**src/rtl/elastic_buffer_pkg.sv**
```systemverilog
// Shared elastic-buffer definitions: line symbols, read-side state encoding,
// pointer-width helper and the registered read-output payload.
package elastic_buffer_pkg;

    localparam int unsigned SYMBOL_WIDTH = 10;

    // Ordered-set symbols, also used by the write-side skip-removal logic
    localparam logic [SYMBOL_WIDTH-1:0] COMMA_SYMBOL = 10'h1BC;
    localparam logic [SYMBOL_WIDTH-1:0] SKIP_SYMBOL  = 10'h1A1;

    // Read-side controller states
    typedef enum logic [1:0] {
        PRIME             = 2'd0,
        WAITING_FOR_COMMA = 2'd1,
        COMMA_DETECTED    = 2'd2,
        SKIP_INSERT       = 2'd3
    } read_state_e;

    // Pointers carry one extra bit so full and empty can be told apart
    function automatic int unsigned ptr_width(input int unsigned address_width);
        return address_width + 1;
    endfunction

    // Registered output word presented to the decoder
    typedef struct packed {
        logic [SYMBOL_WIDTH-1:0] data;
        logic                    valid;
        logic                    skip_added;
        logic                    underflow;
    } read_out_t;

endpackage

```
**src/rtl/elastic_buffer_read_ctrl_if.sv**
```systemverilog
// Read-side bus of the elastic buffer: memory read port, pointer exchange
// with the write domain and the symbol stream towards the decoder.
interface elastic_buffer_read_ctrl_if #(
    parameter int unsigned ADDRESS_WIDTH = 4
);
    import elastic_buffer_pkg::*;

    localparam int unsigned PTR_WIDTH = ptr_width(ADDRESS_WIDTH);

    logic [SYMBOL_WIDTH-1:0] buffer_data;
    logic [PTR_WIDTH-1:0]    write_pointer_sync;
    logic [PTR_WIDTH-1:0]    read_pointer_async;
    logic [SYMBOL_WIDTH-1:0] data_out;
    logic                    data_valid;
    logic                    skip_added;
    logic                    underflow;

    // Buffer memory / write domain / decoder side
    modport master (
        output buffer_data,
        output write_pointer_sync,
        input  read_pointer_async,
        input  data_out,
        input  data_valid,
        input  skip_added,
        input  underflow
    );

    // Read controller side
    modport slave (
        input  buffer_data,
        input  write_pointer_sync,
        output read_pointer_async,
        output data_out,
        output data_valid,
        output skip_added,
        output underflow
    );

endinterface

```
**src/rtl/elastic_buffer_fill_level.sv**
```systemverilog
// Modular fill level between a write and a read pointer. Shared by the read
// and write sides; the extra pointer bit makes wrap-around need no special case.
module elastic_buffer_fill_level #(
    parameter int unsigned ADDRESS_WIDTH = 4
) (
    input  logic [ADDRESS_WIDTH:0] i_write_pointer,
    input  logic [ADDRESS_WIDTH:0] i_read_pointer,
    output logic [ADDRESS_WIDTH:0] o_fill_level_c
);

    // Subtraction truncated to pointer width is the modulo-2^(ADDRESS_WIDTH+1) difference
    assign o_fill_level_c = i_write_pointer - i_read_pointer;

endmodule

```
**src/rtl/elastic_buffer_read_ctrl.sv**
```systemverilog
// Read-side controller of the receive elastic buffer (local clock domain).
// Primes the buffer to START_THRESHOLD after reset, streams one word per
// cycle to the decoder, duplicates one SKIP per comma/SKIP ordered set when
// the fill level is at or below INSERT_THRESHOLD, and flags underflow.
// Optional build macro: ELASTIC_BUFFER_UNDERFLOW_RECOVERY_EN -- when defined,
// an underflow sends the controller back to PRIME so the buffer refills
// before output resumes; when undefined, reading resumes as soon as data
// arrives.
module elastic_buffer_read_ctrl
    import elastic_buffer_pkg::*;
#(
    parameter int unsigned ADDRESS_WIDTH    = 4,
    parameter int unsigned START_THRESHOLD  = 8,
    parameter int unsigned INSERT_THRESHOLD = 4
) (
    input  logic                        clock,
    input  logic                        reset,
    elastic_buffer_read_ctrl_if.slave   bus
);

    localparam int unsigned PTR_WIDTH = ptr_width(ADDRESS_WIDTH);
    localparam logic [PTR_WIDTH-1:0] START_LEVEL  = PTR_WIDTH'(START_THRESHOLD);
    localparam logic [PTR_WIDTH-1:0] INSERT_LEVEL = PTR_WIDTH'(INSERT_THRESHOLD);
    localparam logic [PTR_WIDTH-1:0] PTR_ONE      = PTR_WIDTH'(1);

    read_state_e           r_state;
    read_state_e           w_state_next;
    logic [PTR_WIDTH-1:0]  r_read_pointer;
    logic [PTR_WIDTH-1:0]  w_read_pointer_next;
    logic [PTR_WIDTH-1:0]  w_fill_level;
    read_out_t             r_out;
    read_out_t             w_out_next;

    logic                  w_running;
    logic                  w_empty;
    logic                  w_is_comma;
    logic                  w_is_skip;
    logic                  w_insert;

    elastic_buffer_fill_level #(
        .ADDRESS_WIDTH (ADDRESS_WIDTH)
    ) u_fill_level (
        .i_write_pointer (bus.write_pointer_sync),
        .i_read_pointer  (r_read_pointer),
        .o_fill_level_c  (w_fill_level)
    );

    // Decode of the current read word and buffer occupancy
    assign w_running  = (r_state != PRIME);
    assign w_empty    = (w_fill_level == '0);
    assign w_is_comma = (bus.buffer_data == COMMA_SYMBOL);
    assign w_is_skip  = (bus.buffer_data == SKIP_SYMBOL);
    assign w_insert   = (r_state == COMMA_DETECTED) && w_is_skip
                        && (w_fill_level <= INSERT_LEVEL);

    // State register
    always_ff @(posedge clock or posedge reset) begin
        if (reset) begin
            r_state <= PRIME;
        end else begin
            r_state <= w_state_next;
        end
    end

    // Next-state logic; an empty buffer while running overrides symbol tracking
    always_comb begin
        w_state_next = r_state;
        if (w_running && w_empty) begin
`ifdef ELASTIC_BUFFER_UNDERFLOW_RECOVERY_EN
            w_state_next = PRIME;
`else
            w_state_next = r_state;
`endif
        end else begin
            case (r_state)
                PRIME: begin
                    if (w_fill_level >= START_LEVEL) begin
                        w_state_next = WAITING_FOR_COMMA;
                    end
                end
                WAITING_FOR_COMMA: begin
                    if (w_is_comma) begin
                        w_state_next = COMMA_DETECTED;
                    end
                end
                COMMA_DETECTED: begin
                    if (w_insert) begin
                        w_state_next = SKIP_INSERT;
                    end else if (w_is_comma) begin
                        w_state_next = COMMA_DETECTED;
                    end else begin
                        w_state_next = WAITING_FOR_COMMA;
                    end
                end
                SKIP_INSERT: begin
                    w_state_next = WAITING_FOR_COMMA;
                end
                default: begin
                    w_state_next = PRIME;
                end
            endcase
        end
    end

    // Output/pointer next values: pulses default low, data_out holds unless a read happens
    always_comb begin
        w_out_next            = r_out;
        w_out_next.valid      = 1'b0;
        w_out_next.skip_added = 1'b0;
        w_out_next.underflow  = 1'b0;
        w_read_pointer_next   = r_read_pointer;
        if (w_running) begin
            if (w_empty) begin
                w_out_next.underflow = 1'b1;
            end else begin
                w_out_next.data       = bus.buffer_data;
                w_out_next.valid      = 1'b1;
                // The flag rides with the duplicate, one cycle after the held SKIP
                w_out_next.skip_added = (r_state == SKIP_INSERT);
                if (!w_insert) begin
                    w_read_pointer_next = r_read_pointer + PTR_ONE;
                end
            end
        end
    end

    // Output and pointer registers
    always_ff @(posedge clock or posedge reset) begin
        if (reset) begin
            r_read_pointer <= '0;
            r_out          <= '0;
        end else begin
            r_read_pointer <= w_read_pointer_next;
            r_out          <= w_out_next;
        end
    end

    assign bus.read_pointer_async = r_read_pointer;
    assign bus.data_out           = r_out.data;
    assign bus.data_valid         = r_out.valid;
    assign bus.skip_added         = r_out.skip_added;
    assign bus.underflow          = r_out.underflow;

endmodule

```
**src/flat_wrapper.sv**
```systemverilog
// flat-port wrapper written by rule: the top's interface ports become plain ports
module elastic_buffer_read_ctrl_flat import elastic_buffer_pkg::*;
#(
    parameter int unsigned ADDRESS_WIDTH    = 4,
    parameter int unsigned START_THRESHOLD  = 8,
    parameter int unsigned INSERT_THRESHOLD = 4
)
  (clock, reset, bus_buffer_data, bus_write_pointer_sync, bus_read_pointer_async, bus_data_out, bus_data_valid, bus_skip_added, bus_underflow);
  elastic_buffer_read_ctrl_if #(.ADDRESS_WIDTH(ADDRESS_WIDTH)) bus_i ();
  input  logic clock;
  input  logic reset;
  input wire logic [$bits(bus_i.buffer_data)-1:0] bus_buffer_data;
  input wire logic [$bits(bus_i.write_pointer_sync)-1:0] bus_write_pointer_sync;
  output wire logic [$bits(bus_i.read_pointer_async)-1:0] bus_read_pointer_async;
  output wire logic [$bits(bus_i.data_out)-1:0] bus_data_out;
  output wire logic [$bits(bus_i.data_valid)-1:0] bus_data_valid;
  output wire logic [$bits(bus_i.skip_added)-1:0] bus_skip_added;
  output wire logic [$bits(bus_i.underflow)-1:0] bus_underflow;
  assign bus_i.buffer_data = bus_buffer_data;
  assign bus_i.write_pointer_sync = bus_write_pointer_sync;
  assign bus_read_pointer_async = bus_i.read_pointer_async;
  assign bus_data_out = bus_i.data_out;
  assign bus_data_valid = bus_i.data_valid;
  assign bus_skip_added = bus_i.skip_added;
  assign bus_underflow = bus_i.underflow;
  elastic_buffer_read_ctrl #(.ADDRESS_WIDTH(ADDRESS_WIDTH), .START_THRESHOLD(START_THRESHOLD), .INSERT_THRESHOLD(INSERT_THRESHOLD)) u_core (.clock(clock), .reset(reset), .bus(bus_i));
endmodule
```
**config.mk**
```make
export PLATFORM = sky130hd
export DESIGN_NAME = elastic_buffer_read_ctrl_flat
export DESIGN_NICKNAME = d
export VERILOG_FILES = /design/src/rtl/elastic_buffer_pkg.sv /design/src/rtl/elastic_buffer_read_ctrl_if.sv /design/src/rtl/elastic_buffer_fill_level.sv /design/src/rtl/elastic_buffer_read_ctrl.sv /design/src/flat_wrapper.sv
export SDC_FILE = /design/constraint.sdc
export NUM_CORES = 1
export LEC_CHECK = 0
export BUFFER_PORTS_ARGS = -buffer_cell sky130_fd_sc_hd__clkbuf_2
export CAP_MARGIN = 20
export CORE_MARGIN = 4
export CORE_UTILIZATION = 54
export DETAILED_ROUTE_END_ITERATION = 6
export PLACE_DENSITY_LB_ADDON = 0.12
export SETUP_SLACK_MARGIN = 0.3
export SLEW_MARGIN = 30
export SYNTH_ARGS = -nofsm -noshare
export SYNTH_HDL_FRONTEND = slang
export SYNTH_SLANG_ARGS = --single-unit
```
**constraint.sdc**
```tcl
create_clock -name clock -period 7.3 [get_ports clock]
set_clock_uncertainty 0.15 [all_clocks]
set_input_delay 1.46 -clock clock [delete_from_list [all_inputs] [get_ports clock]]
set_output_delay 1.46 -clock clock [all_outputs]
set_load 0.03 [all_outputs]
```
# --- Word-level counts from Yosys, hierarchy flattened ---
# Cells that the tools add are included.
op_classes:
  div: 0
  reduce_logical: 9
  n_shift: 0
  magnitude_cmp: 2
  bitwise: 3
  mux: 8
  add_sub_neg: 2
  n_eq_ne: 7
  n_mul: 0
op_table:
  columns: ["cell", "n"]
  rows:
  - ["10-bit by 9-bit equality test with 1-bit output, second input constant", 2]
  - ["2-bit 2-to-1 mux", 5]
  - ["2-bit one-hot mux with 4 select lines", 1]
  - ["3-bit AND reduction", 2]
  - ["5-bit by 1-bit adder with 5-bit output, second input constant", 1]
  - ["5-bit by 4-bit greater-or-equal comparator with 1-bit output, second input constant", 1]
  - ["5-bit by 3-bit less-or-equal comparator with 1-bit output, second input constant", 1]
  - ["5-bit logical NOT", 1]
  - ["5-bit subtractor", 1]
  - ["2-bit equality test, second input constant", 2]
  - ["2-bit by 1-bit inequality test with 1-bit output, second input constant", 2]
  - ["1-bit logical AND", 3]
  - ["3-bit 2-to-1 mux", 1]
  - ["1-bit inverter", 3]
  - ["2-bit by 1-bit equality test with 1-bit output, second input constant", 1]
  - ["2-bit logical NOT", 1]
  - ["2-bit AND reduction", 1]
  - ["2-bit nonzero test", 1]
  - ["1-bit 2-to-1 mux", 1]
word_totals:
  latch_bits: 0
  ram_bits: 0
  out_inout_bits: 18
  mem_count: 0
  rom_bits: 0
  regBits: 20
  input_bits: 17
  wordCells: 37

# --- Logic depth before layout (Yosys ltp) ---
# Gate-level depths: netlist of the first run.
depth:
  depth_word: 5
  ltp_mapped: 10

# --- Hierarchy ---
# Synthesis of the first run repeated with hierarchy kept, for this count alone.
hier_totals:
  cells_unflattened: 93
  hier_area_um2: 1112.3
modules_own_cells:
  columns: ["module", "cells_each", "area_each_um2", "instances"]
  rows:
  - ["elastic_buffer_read_ctrl", 74, 954.7, 1]
  - ["elastic_buffer_fill_level", 19, 157.7, 1]

# --- Least setup slack after synthesis of the first run ---
# No wires, ideal clock.
synth_path:
  path_kind: "input -> register"
  startpoint: "input bus_write_pointer_sync[0]"
  endpoint: "register u_core.r_out (netlist bit u_core.bus.data_out[0])"
  arrival_time_ns: 3.297
  setup_slack_ns: 3.728
  cell_stages: 10
  t_required_ns: 7.025
  n_path_buf: 1
  cell_sequence: "inv_1 -> ha_1 -> inv_1 -> fa_1 -> nand3_1 -> a21oi_1 -> nor4b_4 -> a21o_4 -> buf_12 -> mux2_4"
synth_between:
  elab_chain_cells: 4
synth_rtl:
  columns: ["element", "line_no", "text"]
  rows:
  - ["start: declaration", "flat_wrapper.sv:13", "input wire logic [$bits(bus_i.write_pointer_sync)-1:0] bus_write_pointer_sync;"]
  - ["5-bit subtractor", "elastic_buffer_fill_level.sv:12", "assign o_fill_level_c = i_write_pointer - i_read_pointer;"]
  - ["5-bit logical NOT", "elastic_buffer_read_ctrl.sv:50", "assign w_empty = (w_fill_level == '0);"]
  - ["1-bit inverter (no source line)", null, null]
  - ["2-bit AND reduction (no source line)", null, null]
  - ["end signal: assignment", "elastic_buffer_read_ctrl.sv:134", "r_out <= w_out_next;"]
  - ["end: declaration", "elastic_buffer_read_ctrl.sv:31", "read_out_t r_out;"]
# No other way between the ends.
# A chain may end at the register's enable or synchronous reset.

# --- Final worst setup path of the first run ---
layout_path:
  startpoint: "input bus_write_pointer_sync[0]"
  endpoint: "register u_core.r_out (netlist bit u_core.bus.data_out[6])"
# The elaborated chain is that of the path after synthesis.

==> out/metrics.yaml, run 1 <==
syn-num-nets: 127
via_per_inst: 5.29
max-vdd-ir-drop_v: 0.000231
cts-buffers-inserted: 3
setup_tns_ns: 0
cpMostUsedCell: "inv_1"
min_period_ns: 3.57
rows: 16
fp.dieW_um: 54.9
cp.buffers_inverters: 3
synth_top_family_by_area: "multiplexers"
nNetsFinal: 165
multi_input_area_um2: 624
dr.first_iter.drc_count: 21
path_clk_slew_ns: 0.11
final_util_pct: 69.7
via_count: 868
synth_compound_area_share_pct: 11.4
timing_hold_violations_final: 0
finalSetupViolations: 0
synthSimpleGateAreaFrac_pct: 12.6
start_util_pct: 58.8
combPwrFrac_pct: 58.4
worstPathArrival_ns: 3.61
powerDensity_mw_per_mm2: 400
yosys_warnings: 0
pwr-share-clk_pct: 11.4
crit_required_ns: 7.34
drive_above_1_share_pct: 39.4
grt_pass1_vias: 878
synth_fa_ha_area_share_pct: 11.1
slew_violations: 0
cp-end-kind: "flip-flop"
switching_power_uw: 261
cts_buffer_depth: 2
finalCritPeriodShare_pct: 48.9
clock_latency_ns: 0.30
tightest_slew_ns: 0.741
worst_r2r_path_depth: 8
antenna_left: 0
htree_num_levels: 1
yosys.area_share.xor_xnor_pct: 4.42
p_int_uw: 303
clock-sinks: 20
core_area_mm2: 0.00202
cts_tree: "built"
gp_congestion: 0.817
die_area_mm2: 0.00302
cts_hold_buf: 0
ys_types: 34
antenna_found_initial: 0
relSlewSlack_pct: 50.5
seq_area_um2: 500
hold_class: "flip-flop to flip-flop"
status: "finished clean"
critical-path-top-delay-family: "simple AND/OR/NAND/NOR gates"
wl_per_cell_um: 13.9
p_seq_share_pct: 30.2
hpwl_um: 1860
yosysSeqAreaShare_pct: 42.1
numPortBuffers: 34
critPathMaxStageDelay_ns: 0.51
synthMuxAreaShare_pct: 12.9
synth-seq-cells: 20
grt_max_degree: 21
syn_area_per_cell_um2: 11.9
drv_cap: 0
post_cts_resized: 0
fmax_mhz: 280
die_h_um: 54.9
swShare_pct: 46.3
cp_num_cells: 10
io_pins: 35
slowest_stage: "nor4b_4"
drc_errors: 0
postSynthCellCount: 100
drt_wl_total_um: 2280
grt_usage_pct: 17.9
grt-ovfl-total: 0
critPathLaunchType: "input pin"
cts_setup_buffers: 0
grt_pass1_wl_um: 3820
antennaDiodeCount: 0
path_class: "input pin to flip-flop"
fill_cells: 183
crit_chain: "clkbuf_2, inv_1, ha_1, inv_1, fa_1, nand3_1, a21oi_1, nor4b_4, a21o_4, mux2_2"
crit_fanout: 12
area_delta_synth_final_pct: 18.5
whs_path_depth: 1
p_leak_uw: 0.000706
drt_first_pass_iters: 4
root_buffer: "clkbuf_4"
rsz0062_at_grt: "false"
netlist_area_mm2: 0.00119
-- power groups by stage --
stage / Clock, µW / Combinational (µW) / Sequential (µW)
6_report: 64.1 / 329 / 171
5_1_grt: 71.1 / 361 / 175
4_1_cts: 65.9 / 332 / 171
3_5_place_dp: 0 / 331 / 173
3_3_place_gp: 0 / 321 / 172
2_1_floorplan: 0 / 199 / 234
-- worst register-to-register path: cells and delay by family (launching register included) --
kind / cells / cell delay, ns
AO/OA/AOI/OAI: 2 / 0.44
adder cells (fa/ha/maj): 2 / 0.59
buffers and inverters: 1 / 0.06
flip-flops: 1 / 0.46
multiplexers: 1 / 0.36
AND/OR/NAND/NOR: 2 / 0.62
-- stage by stage --
step	instances	cell area (µm²)	power, µW	worst slack [ns]	hold WS [ns]
6_report	164	1410	564	3.73	0.371
5_1_grt	164	1410	608	3.59	0.388
4_1_cts	164	1410	569	3.73	0.377
3_5_place_dp	160	1370	504	3.41	0.352
3_3_place_gp	160	1370	493	3.53	0.346
2_1_floorplan	100	1190	432	3.73	0.408
-- final cells by class --
cell class / instances / area share [%]
Multi-Input combinational cell: 67 / 44.3
Sequential cell: 20 / 35.5
Timing Repair Buffer: 34 / 12.1
Inverter: 12 / 3.19
Clock buffer: 4 / 2.57
Tap cell: 27 / 2.40
-- cells in the final DEF, fill, tap and decap left out, types with 2 or more instances in the layout --
cell type / n
clkbuf_2: 34
mux2_2: 3
inv_1: 12
xnor2_1: 4
nand2_1: 4
nor4b_1: 2
mux2_4: 8
xor2_1: 2
a21oi_1: 8
dfrtp_1: 20
ha_1: 9
nand3_1: 4
clkbuf_4: 3
o21ai_0: 2
-- flip-flops by register name (all words and copies together), names as in the netlist --
name	count
u_core.bus.data_out	10
u_core.bus.read_pointer_async	5
u_core.r_state	2
u_core.bus.data_valid	1
u_core.bus.skip_added	1
u_core.bus.underflow	1
-- metal layers --
| metal | track usage [%] | share of wire [%] |
|---|---|---|
| met5 | 0 | 0 |
| met4 | 6.07 | 1.4 |
| met3 | 3.49 | 6.9 |
| met2 | 31.5 | 49 |
| met1 | 21.7 | 42 |
-- cell usage after synthesis (all sizes together) --
cell type,number,area (µm²)
nor3,1,5.00
o21ai,2,10.0
nor2,1,3.75
nor4b,3,41.3
xnor2,4,35.0
a2111oi,1,15.0
nand2,4,15.0
mux2,11,154
o2bb2ai,1,8.76
a222oi,1,10.0
nand3b,1,7.51
and2,1,6.26
nor3b,1,7.51
a31oi,1,6.26
nor2b,1,6.26
nand3,4,20.0
xor2,2,17.5
fa,1,20.0
a211oi,1,7.51
o211ai,1,7.51
buf,1,20.0
a21oi,8,40.0
inv,12,45.0
and4,1,8.76
a21o,2,22.5
and3,2,18.8
dfrtp,20,500
a21boi,1,7.51
and4b,1,10.0
ha,9,113
-- logic make-up after synthesis --
group,Yosys count
multiplexers,11
AO/OA/AOI/OAI,19
XOR/XNOR,6
adder cells (fa/ha/maj),10
AND/OR/NAND/NOR,21
buffers and inverters,13
flip-flops,20
-- final timing paths --
kind	startpoint	slack (ns)	end
max	bus_write_pointer_sync[0]	3.73	u_core.bus.data_out[6]
min	u_core.bus.data_out[3]	0.37	u_core.bus.data_out[3]
max in group asynchronous	reset	5.44	u_core.bus.data_out[8]
min in group asynchronous	reset	1.10	u_core.bus.read_pointer_async[2]
max reg2reg	u_core.bus.read_pointer_async[0]	4.52	u_core.bus.data_out[6]
min reg2reg	u_core.bus.data_out[3]	0.37	u_core.bus.data_out[3]
(Power assumes the default switching activity.)
==> run 2: changes to the inputs <==
--- a/config.mk
+++ b/config.mk
@@ -8,7 +8,7 @@
 export BUFFER_PORTS_ARGS = -buffer_cell sky130_fd_sc_hd__clkbuf_2
 export CAP_MARGIN = 20
 export CORE_MARGIN = 4
-export CORE_UTILIZATION = 54
+export CORE_UTILIZATION = 46
 export DETAILED_ROUTE_END_ITERATION = 6
 export PLACE_DENSITY_LB_ADDON = 0.12
 export SETUP_SLACK_MARGIN = 0.3
==> constraint.sdc (replaced) <==
create_clock -name clock -period 3.2 [get_ports clock]
set_clock_uncertainty 0.15 [all_clocks]
set_input_delay 0.64 -clock clock [delete_from_list [all_inputs] [get_ports clock]]
set_output_delay 0.64 -clock clock [all_outputs]
set_load 0.03 [all_outputs]
==> run 2 against run 1 <==
  * First-iteration DRC count up 52%
  * Via count increased by 0.58%
  * Critical path type is now flip-flop to flip-flop
  * Combinational power rose by 130%
  * Count of clock-buffer cells in the layout is 1 lower
  * Clock power rose to 3.1 times the previous value
  * Critical endpoint is now u_core.bus.read_pointer_async[1]
  * Sequential share of layout area fell by 0.68 points
==> out/metrics.yaml, run 2 (same netlist as run 1, synthesis figures left out) <==
cts-buffers-inserted: 3
p_leak_uw: 0.000718
gp_congestion: 0.738
worstPathArrival_ns: 2.64
crit_chain: "ha_1, inv_1, fa_1, xnor2_1, o211ai_1, o21ai_0, a21oi_1, mux2_2"
tightest_slew_ns: 0.767
clock_latency_ns: 0.30
grt_usage_pct: 14.7
cts_buffer_depth: 2
status: "finished clean"
antennaDiodeCount: 0
antenna_left: 0
r2r_slack_ns: 0.59
hpwl_um: 1840
r2r-end: "u_core.bus.read_pointer_async[1]"
critPathLaunchType: "flip-flop"
drive_above_1_share_pct: 39.9
final_util_pct: 58.0
critPathMaxStageDelay_ns: 0.45
wl_per_cell_um: 13.3
fp.dieW_um: 58.9
finalSetupViolations: 0
final_common_cell: "clkbuf_2"
path_class: "flip-flop to flip-flop"
cts_setup_buffers: 0
root_buffer: "clkbuf_4"
powerDensity_mw_per_mm2: 940
grt_pass1_vias: 857
dr.first_iter.drc_count: 32
cp-end-kind: "flip-flop"
drv_cap: 0
cts_tree: "built"
htree_num_levels: 1
max-vdd-ir-drop_v: 0.000583
grt-ovfl-total: 0
final_cell_mix: "clkbuf_2, dfrtp_1, inv_1"
reg2reg_from: "u_core.bus.read_pointer_async[0]"
rows: 18
clock-sinks: 20
grt_pass1_wl_um: 3950
slowest_stage: "dfrtp_1"
slew_violations: 0
rsz0062_at_grt: "false"
drt_wl_total_um: 2240
crit_required_ns: 3.24
start_util_pct: 48.0
grt_max_degree: 21
die_area_mm2: 0.00346
crit_fanout: 5
area_delta_synth_final_pct: 20.8
path_clk_slew_ns: 0.11
via_count: 873
numPortBuffers: 34
largest_reg_flops: 10
drc_errors: 0
via_per_inst: 5.20
fmax_mhz: 383
drt_first_pass_iters: 4
core_area_mm2: 0.00248
post_cts_resized: 0
worst_r2r_path_depth: 8
min_period_ns: 2.61
nNetsFinal: 166
die_h_um: 58.9
io_pins: 35
setup_tns_ns: 0
timing_hold_violations_final: 0
finalCritPeriodShare_pct: 81.5
relSlewSlack_pct: 48.8
hold_class: "input pin to async pin"
cts_hold_buf: 0
antenna_found_initial: 0
run 2: critical path, delay by kind of cell (launching register included):
| kind | cells | cell delay, ns |
|---|---|---|
| compound gates | 3 | 0.72 |
| xor+xnor | 1 | 0.25 |
| fa+ha+maj | 2 | 0.60 |
| buf+inv | 1 | 0.05 |
| flops | 1 | 0.45 |
| mux | 1 | 0.29 |
run 2: cell type report:
| cell class | instances | area, µm² |
|---|---|---|
| inverters | 12 | 45.0 |
| repair buffers | 35 | 178 |
| fillers | 226 | 1040 |
| clock inverters | 1 | 30.0 |
| multi-input cells | 67 | 624 |
| clock buffers | 3 | 22.5 |
| well taps | 30 | 37.5 |
| flip-flops and latches | 20 | 500 |
run 2: stage by stage:
stage               total power (µW)  cells  instance area [µm²]  setup slack, ns  hold slack [ns]
floorplan                        986    100                 1190            0.448            0.408
global route                    1470    168                 1440            0.325            0.325
finish                          1350    168                 1440            0.592            0.289
CTS                             1370    168                 1440            0.597            0.297
global placement                1140    164                 1390            0.390            0.337
detailed placement              1160    164                 1390            0.302            0.347
run 2: report_power, final:
| part | internal (µW) | switching (µW) | total [µW] |
|---|---|---|---|
| Clock | 127 | 73.4 | 200 |
| Sequential | 331 | 55.8 | 387 |
| Combinational | 306 | 458 | 764 |
run 2: metal layers:
layer	up-vias	part of all wire, %	track usage [%]	routed length, µm
met5	-	0	0	0
met4	0	0.45	1.94	10
met3	2	8.5	5.26	189
met2	29	46	21.8	1020
met1	408	45	21.4	1020
li1	434	-	-	-
run 2: worst max-delay path by stage:
stage	start	endpoint	slack, ns
finish	u_core.bus.read_pointer_async[0]	u_core.bus.read_pointer_async[1]	0.59
global route	u_core.bus.read_pointer_async[0]	u_core.bus.read_pointer_async[1]	0.32
CTS	u_core.bus.read_pointer_async[0]	u_core.bus.read_pointer_async[1]	0.60
detailed placement	bus_write_pointer_sync[0]	u_core.bus.read_pointer_async[1]	0.30
global placement	bus_write_pointer_sync[0]	u_core.bus.read_pointer_async[1]	0.39
floorplan	bus_write_pointer_sync[0]	u_core.bus.data_out[0]	0.45
==> run 3: changes to the inputs <==
==> constraint.sdc (replaced) <==
create_clock -name clock -period 2.38 [get_ports clock]
set_clock_uncertainty 0.15 [all_clocks]
set_input_delay 0.476 -clock clock [delete_from_list [all_inputs] [get_ports clock]]
set_output_delay 0.476 -clock clock [all_outputs]
set_load 0.03 [all_outputs]
==> run 3 against run 2 <==
  * Via count increased by 7.7%
  * Total power increased by 65%
  * Maximum frequency increased by 13%
  * Sequential share of layout area decreased by 4.3 points
  * Highest routed layer unchanged
  * Critical endpoint unchanged
  * Core utilization increased by 8.8 points
  * Largest cell class unchanged
  * Largest power group unchanged
==> out/metrics.yaml, run 3 (same netlist as run 1, synthesis figures left out) <==
crit_fanout: 4
final_cell_mix: "clkbuf_2, dfrtp_1, mux2_4"
dpl-instance-area_mm2: 0.00148
dr.first_iter.drc_count: 17
tightest_slew_ns: 0.725
antenna_left: 0
finalCritPeriodShare_pct: 97.3
root_buffer: "clkbuf_4"
final_common_cell: "clkbuf_2"
fmax_mhz: 432
crit_required_ns: 2.42
rows: 18
via_count: 940
drive_above_1_share_pct: 60.0
fill_cells: 190
status: "finished clean"
finalWorstSetupSlack_ns: 0.0650
drt_first_pass_iters: 4
drc_errors: 0
timing_hold_violations_final: 0
cts-buffers-inserted: 3
hpwl_um: 1980
startpoint: "u_core.bus.read_pointer_async[0]"
r2r_slack_ns: 0.07
path_clk_slew_ns: 0.12
finalSetupViolations: 0
worst_r2r_path_depth: 8
grt_usage_pct: 16.6
p_leak_uw: 0.000795
nNetsFinal: 178
drt_wl_total_um: 2640
antennaDiodeCount: 0
wl_per_cell_um: 14.6
core_area_mm2: 0.00248
cp-end-kind: "flip-flop"
die_area_mm2: 0.00346
crit_end: "u_core.bus.read_pointer_async[1]"
rsz0062_at_grt: "true"
antenna_found_initial: 0
grt_max_degree: 21
worstPathArrival_ns: 2.35
cts_buffer_depth: 2
setup_tns_ns: 0
gp_congestion: 0.827
drv_cap: 0
numPortBuffers: 34
powerDensity_mw_per_mm2: 1350
cts_tree: "built"
via_per_inst: 5.22
slew_violations: 0
hold_class: "input pin to async pin"
reg2reg_from: "u_core.bus.read_pointer_async[0]"
htree_num_levels: 1
fp.dieW_um: 58.9
path_class: "flip-flop to flip-flop"
clock_latency_ns: 0.29
largest_reg_flops: 10
start_util_pct: 48.0
max-vdd-ir-drop_v: 0.000861
r2r-end: "u_core.bus.read_pointer_async[1]"
critPathLaunchType: "flip-flop"
min_period_ns: 2.31
grt_pass1_wl_um: 4470
grt_pass1_vias: 986
die_h_um: 58.9
area_delta_synth_final_pct: 39.2
io_pins: 35
relSlewSlack_pct: 51.6
grt-ovfl-total: 0
fin_area_mm2: 0.00166
clock-sinks: 20
post-place-ws_ns: -0.193
[run 3: area by class of cell]
type                    count  area [µm²]  share of cell area, %
flip-flops and latches     20         505                   30.5
inverters                  12        47.5                   2.87
repair buffers             46         279                   16.8
clock buffers               3        22.5                   1.36
multi-input cells          68         734                   44.3
clock inverters             1        30.0                   1.81
well taps                  30        37.5                   2.27
[run 3: worst min-delay path by stage]
| stage | end | start | slack (ns) |
|---|---|---|---|
| final | u_core.bus.data_valid | reset | 0.12 |
| after detailed placement | u_core.bus.data_out[6] | u_core.bus.data_out[6] | 0.35 |
| after CTS | u_core.bus.data_out[8] | reset | 0.15 |
| after global placement | u_core.bus.data_out[6] | u_core.bus.data_out[6] | 0.34 |
| after floorplan | u_core.bus.data_out[0] | reset | 0.29 |
| after global routing | u_core.bus.data_out[4] | reset | 0.20 |
[run 3: critical path, stage by stage (launching register included)]
cell and delay [ns]:
dfrtp_2 0.41, ha_4 0.13, inv_2 0.03, fa_2 0.52, nor2b_2 0.05, o211ai_1 0.26, o21ai_2 0.15, a21oi_2 0.17
mux2_2 0.34
[run 3: per-layer routing]
layer / vias up / wire length [µm] / track usage (%)
li1: 463 / - / -
met5: - / 0 / 0
met4: 0 / 24 / 3.24
met1: 453 / 1160 / 21.1
met3: 2 / 94 / 1.54
met2: 22 / 1360 / 30.3
[run 3: per-stage QoR]
stage,hold slack (ns),instances,utilization [%],power [µW]
after CTS,0.151,180,66.4,2230
after detailed placement,0.345,170,59.5,1710
after floorplan,0.290,100,-,1380
after global routing,0.197,180,66.9,2380
final,0.118,180,66.9,2230
after global placement,0.338,170,59.5,1680
[run 3: where the power goes]
group | switching [µW] | internal (µW) | leakage (µW)
combinational | 776 | 648 | 0.000537
sequential | 83.6 | 452 | 0.000230
clock | 104 | 170 | 0.0000279
[run 3: what timing repair did]
item | in CTS | in global routing
endpoints found under the setup margin | 18 | 20
pin swaps | 9 | 3
cloned | 1 | 0
gates resized for setup | 18 | 4
setup buffers | 5 | 0
hold buffers | 0 | 0
